<file path="src/rtl/n_term_cfg_pipe_tile.sv">
// North-terminal tile: N wire ends loop back to S wire beginnings through local cfg flops.
// Loopback is combinational; frame pass-through has PIPE_STAGES cycles of latency (0..2).
// No backpressure: the frame column never stalls, and every input cycle is forwarded.
//
// Ports:
//   CLK, RST                  rising-edge clock, asynchronous active-high reset
//   N_END / S_BEG             loopback wire ends in / wire beginnings out (LOOP_W bits)
//   FrameData / FrameData_O   configuration row data in / forwarded to the next tile
//   FrameStrobe / FrameStrobe_O frame strobes in / forwarded to the next tile
//   cfg_err                   sticky flag: more than one strobe bit was seen in a cycle
//   frame_wr_cnt              saturating count of accepted local frame writes
module n_term_cfg_pipe_tile #(
  parameter int FrameBitsPerRow = 32,
  parameter int MaxFramesPerCol = 20,
  parameter int LOOP_W          = 52,
  parameter int CFG_FRAMES      = 2,
  parameter int CFG_BASE        = 0,
  parameter int PIPE_STAGES     = 1,
  parameter int CNT_W           = 8
) (
  input  logic                       CLK,
  input  logic                       RST,
  input  logic [LOOP_W-1:0]          N_END,
  output logic [LOOP_W-1:0]          S_BEG,
  input  logic [FrameBitsPerRow-1:0] FrameData,
  output logic [FrameBitsPerRow-1:0] FrameData_O,
  input  logic [MaxFramesPerCol-1:0] FrameStrobe,
  output logic [MaxFramesPerCol-1:0] FrameStrobe_O,
  output logic                       cfg_err,
  output logic [CNT_W-1:0]           frame_wr_cnt
);

  localparam int CFG_W = CFG_FRAMES * FrameBitsPerRow;
  localparam logic [CNT_W-1:0] CNT_MAX = '1;

  // ---------------------------------------------------------------------------
  // Parameter legality: refuse to elaborate an unusable tile.
  // ---------------------------------------------------------------------------
  if (PIPE_STAGES < 0 || PIPE_STAGES > 2) begin : g_bad_pipe
    $error("n_term_cfg_pipe_tile: PIPE_STAGES must be 0, 1 or 2");
  end
  if (LOOP_W + 1 > CFG_W) begin : g_bad_loop
    $error("n_term_cfg_pipe_tile: LOOP_W+1 exceeds local configuration bits");
  end
  if (CFG_BASE < 0 || CFG_FRAMES < 1 || CFG_BASE + CFG_FRAMES > MaxFramesPerCol) begin : g_bad_range
    $error("n_term_cfg_pipe_tile: local frame range outside the strobe bus");
  end

  // ---------------------------------------------------------------------------
  // Strobe decode
  // ---------------------------------------------------------------------------
  logic [CFG_W-1:0]      cfg_q;
  logic [CFG_FRAMES-1:0] ls;
  logic                  multi_hot;

  assign ls = FrameStrobe[CFG_BASE +: CFG_FRAMES];

  // x & (x-1) clears the lowest set bit; anything left means two or more strobes.
  assign multi_hot = |(FrameStrobe & (FrameStrobe - MaxFramesPerCol'(1)));

  // ---------------------------------------------------------------------------
  // Local configuration, error flag and write counter.
  // A multi-hot strobe word blocks every local write, even to strobed local frames.
  // ---------------------------------------------------------------------------
  always_ff @(posedge CLK or posedge RST) begin
    if (RST) begin
      cfg_q        <= '0;
      cfg_err      <= 1'b0;
      frame_wr_cnt <= '0;
    end else begin
      if (multi_hot) begin
        cfg_err <= 1'b1;
      end else begin
        for (int f = 0; f < CFG_FRAMES; f++) begin
          if (ls[f]) begin
            cfg_q[f*FrameBitsPerRow +: FrameBitsPerRow] <= FrameData;
          end
        end
        // At most one ls bit can be set here, so one write means one count.
        if (|ls && frame_wr_cnt != CNT_MAX) begin
          frame_wr_cnt <= frame_wr_cnt + CNT_W'(1);
        end
      end
    end
  end

  // ---------------------------------------------------------------------------
  // Loopback: optional bit reversal, then per-wire enable.
  // ---------------------------------------------------------------------------
  logic [LOOP_W-1:0] n_rev;
  logic [LOOP_W-1:0] src;

  for (genvar i = 0; i < LOOP_W; i++) begin : g_rev
    assign n_rev[i] = N_END[LOOP_W-1-i];
  end

  assign src   = cfg_q[LOOP_W] ? n_rev : N_END;
  assign S_BEG = cfg_q[LOOP_W-1:0] & src;

  // Spare configuration bits above the reverse flag have no function in this tile.
  if (CFG_W > LOOP_W + 1) begin : g_spare
    logic unused_cfg_bits;
    assign unused_cfg_bits = ^cfg_q[CFG_W-1:LOOP_W+1];
  end

  // ---------------------------------------------------------------------------
  // Frame pass-through: free-running delay line, independent of write/error logic.
  // ---------------------------------------------------------------------------
  if (PIPE_STAGES == 0) begin : g_pipe0
    assign FrameData_O   = FrameData;
    assign FrameStrobe_O = FrameStrobe;
  end else begin : g_pipe
    logic [FrameBitsPerRow-1:0] data_q [PIPE_STAGES];
    logic [MaxFramesPerCol-1:0] stb_q  [PIPE_STAGES];

    always_ff @(posedge CLK or posedge RST) begin
      if (RST) begin
        for (int s = 0; s < PIPE_STAGES; s++) begin
          data_q[s] <= '0;
          stb_q[s]  <= '0;
        end
      end else begin
        data_q[0] <= FrameData;
        stb_q[0]  <= FrameStrobe;
        for (int s = 1; s < PIPE_STAGES; s++) begin
          data_q[s] <= data_q[s-1];
          stb_q[s]  <= stb_q[s-1];
        end
      end
    end

    assign FrameData_O   = data_q[PIPE_STAGES-1];
    assign FrameStrobe_O = stb_q[PIPE_STAGES-1];
  end

endmodule

</file>
<file path="config.mk">
export PLATFORM = sky130hd
export DESIGN_NAME = n_term_cfg_pipe_tile
export DESIGN_NICKNAME = d
export VERILOG_FILES = /design/src/rtl/n_term_cfg_pipe_tile.sv
export SDC_FILE = /design/constraint.sdc
export NUM_CORES = 1
export LEC_CHECK = 0
export ABC_AREA = 1
export CAP_MARGIN = 20
export CORE_ASPECT_RATIO = 0.7
export CORE_MARGIN = 4
export CORE_UTILIZATION = 38
export DETAILED_ROUTE_END_ITERATION = 10
export PLACE_DENSITY = 0.76
export SLEW_MARGIN = 20
export SYNTH_ARGS = -nofsm -noshare
export SYNTH_HDL_FRONTEND = slang
export SYNTH_SLANG_ARGS = --single-unit
</file>
<file path="constraint.sdc">
create_clock -name CLK -period 3.4 [get_ports CLK]
set_input_delay 0.34 -clock CLK [delete_from_list [all_inputs] [get_ports CLK]]
set_output_delay 0.34 -clock CLK [all_outputs]
set_load 0.03 [all_outputs]
</file>
Word level (Yosys, flattened, before mapping):

Index checks and enable logic that the tools add are counted.

* memories kept: 0
* memory bits (writable): 0
* bits in registers: 114
* ROM bits: 0
* input port bits: 106
* latch bits: 0

* $mul: 0
* add/subtract/negate cells: 2
* shift operators: 0
* bitwise operators: 3
* reductions and logical operators: 6
* equal/unequal tests: 1
* divide/modulo/power cells: 0
* magnitude comparators: 0
* multiplexer cells: 1

Operator list (count)
* 52-bit AND: 1
* 52-bit 2-to-1 mux: 1
* 20-bit AND: 1
* 20-bit OR reduction: 1
* 20-bit by 1-bit subtractor with 20-bit output, second input constant: 1
* 8-bit by 1-bit adder with 8-bit output, second input constant: 1
* 8-bit inequality test, second input constant: 1
* 2-bit AND reduction: 3
* 2-bit OR reduction: 1
* 1-bit logical AND: 1
* 1-bit NOT: 1

Depth between registers and ports, before layout:

* depth after elaboration: 5
* mapped depth: 15

Least setup slack after synthesis:

No wires, ideal clock.

* path kind: input -> register
* start: in FrameStrobe[0]
* end: reg cfg_q[52]
* path buffers: 3
* path slack: 1519 ps
* arrival: 1764 ps
* cell stages on the path: 15
* data required time: 3283 ps
* cells stage by stage: buf_2 > nor2_4 > nand2_1 > nor2_4 > nand2_1 > nand2_1 > nand2_1 > nor2_1 > nand2_1 > nor2_2 > buf_4 > nand3_2 > buf_2 > nand2_1 > nand2_1

* longest elaborated chain between the ends: 5

Ends and longest elaborated chain
* from (decl): RTL line 27 `input logic [MaxFramesPerCol-1:0] FrameStrobe,`
* 20-bit by 1-bit subtractor with 20-bit output: RTL line 59 `assign multi_hot = |(FrameStrobe & (FrameStrobe - MaxFramesPerCol'(1)));`
* 20-bit AND (*): RTL line 59
* 20-bit OR reduction (*): RTL line 59
* 1-bit NOT (no source line) (*)
* 2-bit AND reduction (no source line) (*)
* to (signal, indexed assignment): RTL line 76 `cfg_q[f*FrameBitsPerRow +: FrameBitsPerRow] <= FrameData;`
* to (decl): RTL line 52 `logic [CFG_W-1:0] cfg_q;`

Mark *: on every way between the ends. The rest lies on a longest branch, timed or not.
A chain may end at the register's enable or synchronous reset.

Worst setup path after layout:

* start: reg cfg_q[52]
* end: out S_BEG[37]

* longest elaborated chain between the ends: 2

Ends and longest elaborated chain
* 52-bit 2-to-1 mux: RTL line 97 `assign src = cfg_q[LOOP_W] ? n_rev : N_END;`
* 52-bit AND: RTL line 98 `assign S_BEG = cfg_q[LOOP_W-1:0] & src;`
* to (decl): RTL line 24 `output logic [LOOP_W-1:0] S_BEG,`

No other way between the ends.

==> flow_results.org <==
** Outcome
- The flow ran to the end, and the final reports show no timing, DRC or antenna violations.

** Yosys
- Counting every instance in the synthesized netlist gives 593.
- Counting every net in the synthesized netlist gives 700.
- FF+latch count, synth :: 114
- For this run, the register share of the synthesized area comes to 57.07%.
- Post-Synthesis Cell Area :: 4999 µm²
- Library cells used by synthesis :: 23
- A synthesized cell averages 8.429 µm².
- Count of warnings emitted by yosys :: 0

** Worst setup path
- The worst setup path is launched from a register.
- Data on the critical path is required at its endpoint by 3.06 ns.
- Crit. End Element :: output port
- Data arrives at the worst endpoint at 2.71 ns.
- Across all register-to-register paths, the minimum setup slack is 1.40 ns.
- The critical path is of the register to output port type.
- Peak fanout along the critical path :: 30

** Route
- For this block, the via count after detailed routing is 5058.
- Dividing the detail-routed wire length by the instance count gives 17.19 µm.
- 1st-iter DRT viols :: 382
- The detail route stage leaves a number of antenna-violating nets equal to 0.
- Post-route DRC violation count :: 0
- In the routed layout, each cell is associated on average with a via count of 5.145.
- Summed over all layers, the routed wires come to 16900 µm.
- Number of search-and-repair iterations in the first detailed-routing pass :: 7

** Floorplanning
- The die covers 15080 µm².
- For this design the top-level I/O count stands at 219.
- Number of core rows :: 34
- In this run the horizontal extent of the chip is 145.1 µm.
- The floorplan step defined a core boundary enclosing 12630 µm².
- DIE HEIGHT :: 104.0 µm
- Initial standard-cell utilization of the core :: 39.56%

** Clock tree
- Buffers from clock root to sink, at most :: 2
- The clock net in this run drives a total of 114 sinks.
- Post-CTS repair changed the size of 0 cells.
- After clock tree synthesis, the flow added hold-fix buffers numbering 0.
- The clock reaches the later pin of the worst-skew pair after 0.40 ns.
- Buffers added to address setup during post-CTS repair amount to 0.
- In this run the number of H-tree levels came out at 4.
- Clock-pin slew of the registers on the worst-case setup and hold paths :: 0.05 ns
- Clock tree synthesis inserted a total of 17 buffers.
- TritonCTS clock tree :: yes
- The tree is rooted in a clkbuf_16.

** Global route
- Entering global routing, the biggest net connects 54 pins.
- Vias in the first global route :: 5162
- Met2 layer usage reported by global route :: 36.41%
- The global routing stage identified its most utilized layer as met2.
- Global routing consumed, on the met3 layer, 5.357% of the routing resources.
- Initial antenna violation count :: 0
- The first global-routing pass estimated 27610 µm of wire.
- In the global route stage, met1 resource usage came out at 29.78%.
- Global routing finished with a remaining overflow of 0.
- Global Route Usage Sum :: 22.39%

** STA
- The final hold violation count came to 0.
- For this run, the top clock speed supported by timing is 327.4 MHz.
- Setup slack of the critical path after layout :: 0.3460 ns
- The worst pin sits at a relative slew slack of 42.49%.
- Worst hold slack :: 0.3601 ns
- Final Critical Period :: 3.054 ns
- Period utilisation layout :: 89.82%
- Adding up every negative setup slack in the final design gives 0 ns.
- Measured slew at the worst slew-check pin :: 0.8574 ns
- Setup violations remaining at the end of the flow were counted as 0.
- Clock Skew :: 0.006103 ns
- Setup repair after global routing left no endpoint under its margin.
- Slew Limit Fails :: 0

** Place
- The congestion estimate from routability-driven global placement came to 0.8194.
- Port buffering added 218 buffers.
- Before CTS, the worst setup slack after placement is 0.6310 ns.
- The wire-length estimate of the detail-placed layout is 12490 µm.

** Finish
- Layout cells sized above 1 :: 7.186%
- Layout Utilization :: 62.59%
- The area growth from synthesis to layout is 58.20%.
- The repair_antennas step left the layout with diodes totalling 0.
- # nets final :: 915

** Power and ir drop
- Summed over all cells, the static leakage comes to 3.716 nW.
- VDD IR max :: 0.0003875 V
- Dividing total power by cell area gives a power density of 443.6 nW/µm².

** Run
- Across the run, the number of max-cap violations was 0.

** Min path
- The min-delay analysis places its worst path in the category primary input to asynchronous set/reset pin.
area by class of cell:
cell class,count,area (µm²)
clock buffers,18,429.2
flip-flops and latches,114,2853
clock inverters,14,158.9
inverters,8,32.53
multi-input cells,435,1964
repair buffers,232,2267
well taps,162,202.7
fillers,1040,4727
worst paths after layout:
| path | start | to | cells after the start |
|---|---|---|---|
| max | cfg_q[52]$_DFFE_PP0P_ | S_BEG[37] | 5 |
| min | RST | cfg_q[20]$_DFFE_PP0P_ | 2 |
| max reg2reg | frame_wr_cnt[0]$_DFFE_PP0P_ | frame_wr_cnt[4]$_DFFE_PP0P_ | 7 |
| min reg2reg | cfg_q[40]$_DFFE_PP0P_ | cfg_q[40]$_DFFE_PP0P_ | 2 |
| max in group asynchronous | RST | FrameStrobe_O[1]$_DFF_PP0_ | 3 |
| min in group CLK | FrameData[26] | FrameData_O[26]$_DFF_PP0_ | 1 |
kinds of logic (layout without fill, tap and decap cells):
kind of cell    count (synthesis)  after routing  synth area share [%]
flops                         114            114                 57.07
buf+inv                        44            272                 3.880
compound gates                 60             60                 6.033
fa+ha+maj                       1              1                0.2503
simple gates                  368            368                 31.71
xor+xnor                        6              6                 1.051
per-stage QoR:
stage | total power (W) | instance area [µm²] | instances
global route | 0.003624 | 7908 | 983
CTS | 0.003542 | 7908 | 983
global placement | 0.001780 | 7320 | 951
detailed placement | 0.001786 | 7320 | 951
floorplan | 0.001542 | 4999 | 593
finish | 0.003508 | 7908 | 983
synthesized netlist by cell type:
library cell	number	area, µm²
clkinv_1	1	3.750
nor2_1	130	488.0
xor2_1	4	35.03
nand3_2	2	20.02
inv_1	7	26.28
o21ai_0	56	280.3
a31oi_1	1	6.260
nand4_1	61	381.6
nor2_4	2	22.52
nand3b_1	2	15.01
ha_1	1	12.51
nor3_1	1	5.000
clkbuf_1	17	63.81
dfrtp_1	114	2853
nand2_1	160	600.6
buf_4	2	15.01
buf_2	17	85.08
xnor2_1	2	17.52
and2_1	1	6.260
a21oi_1	2	10.01
nor2_2	1	6.260
o21ai_1	1	5.000
nand3_1	8	40.04
registers in the layout, indices dropped and copies added, names as in the netlist:
signal / count
cfg_err: 1
cfg_q: 53
FrameData_O: 32
FrameStrobe_O: 20
frame_wr_cnt: 8
critical path, stage by stage (launching register included):
cell and delay (ns):
dfrtp_1 0.35, clkinv_1 0.67, buf_4 0.45, nor2_1 0.16, nor2_1 0.07, clkdlybuf4s50_1 0.61
layer usage:
| metal | vias up | share of wire, % |
|---|---|---|
| met5 | - | 0 |
| met4 | 0 | 1.4 |
| met3 | 21 | 6.4 |
| met2 | 207 | 47 |
| met1 | 2428 | 45 |
| li1 | 2402 | - |
layout by cell type, fill, tap and decap left out, types with 5 or more instances in the layout:
cell type	netlist	routed
buf_4	2	20
dfrtp_1	114	114
nand4_1	61	61
o21ai_0	56	56
clkinv_4	0	5
clkbuf_16	0	17
nor2_1	130	129
nand2_1	160	160
clkdlybuf4s50_1	0	211
nand3_1	8	8
inv_1	7	6
power breakdown:
group	internal, W	leakage [nW]	total (W)	switching [W]
Sequential	0.00139	1.47	0.00140	0.00000933
Combinational	0.000172	1.97	0.000364	0.000192
Clock	0.00109	0.275	0.00175	0.000657
Note: power is estimated with default switching activity, not from simulation.
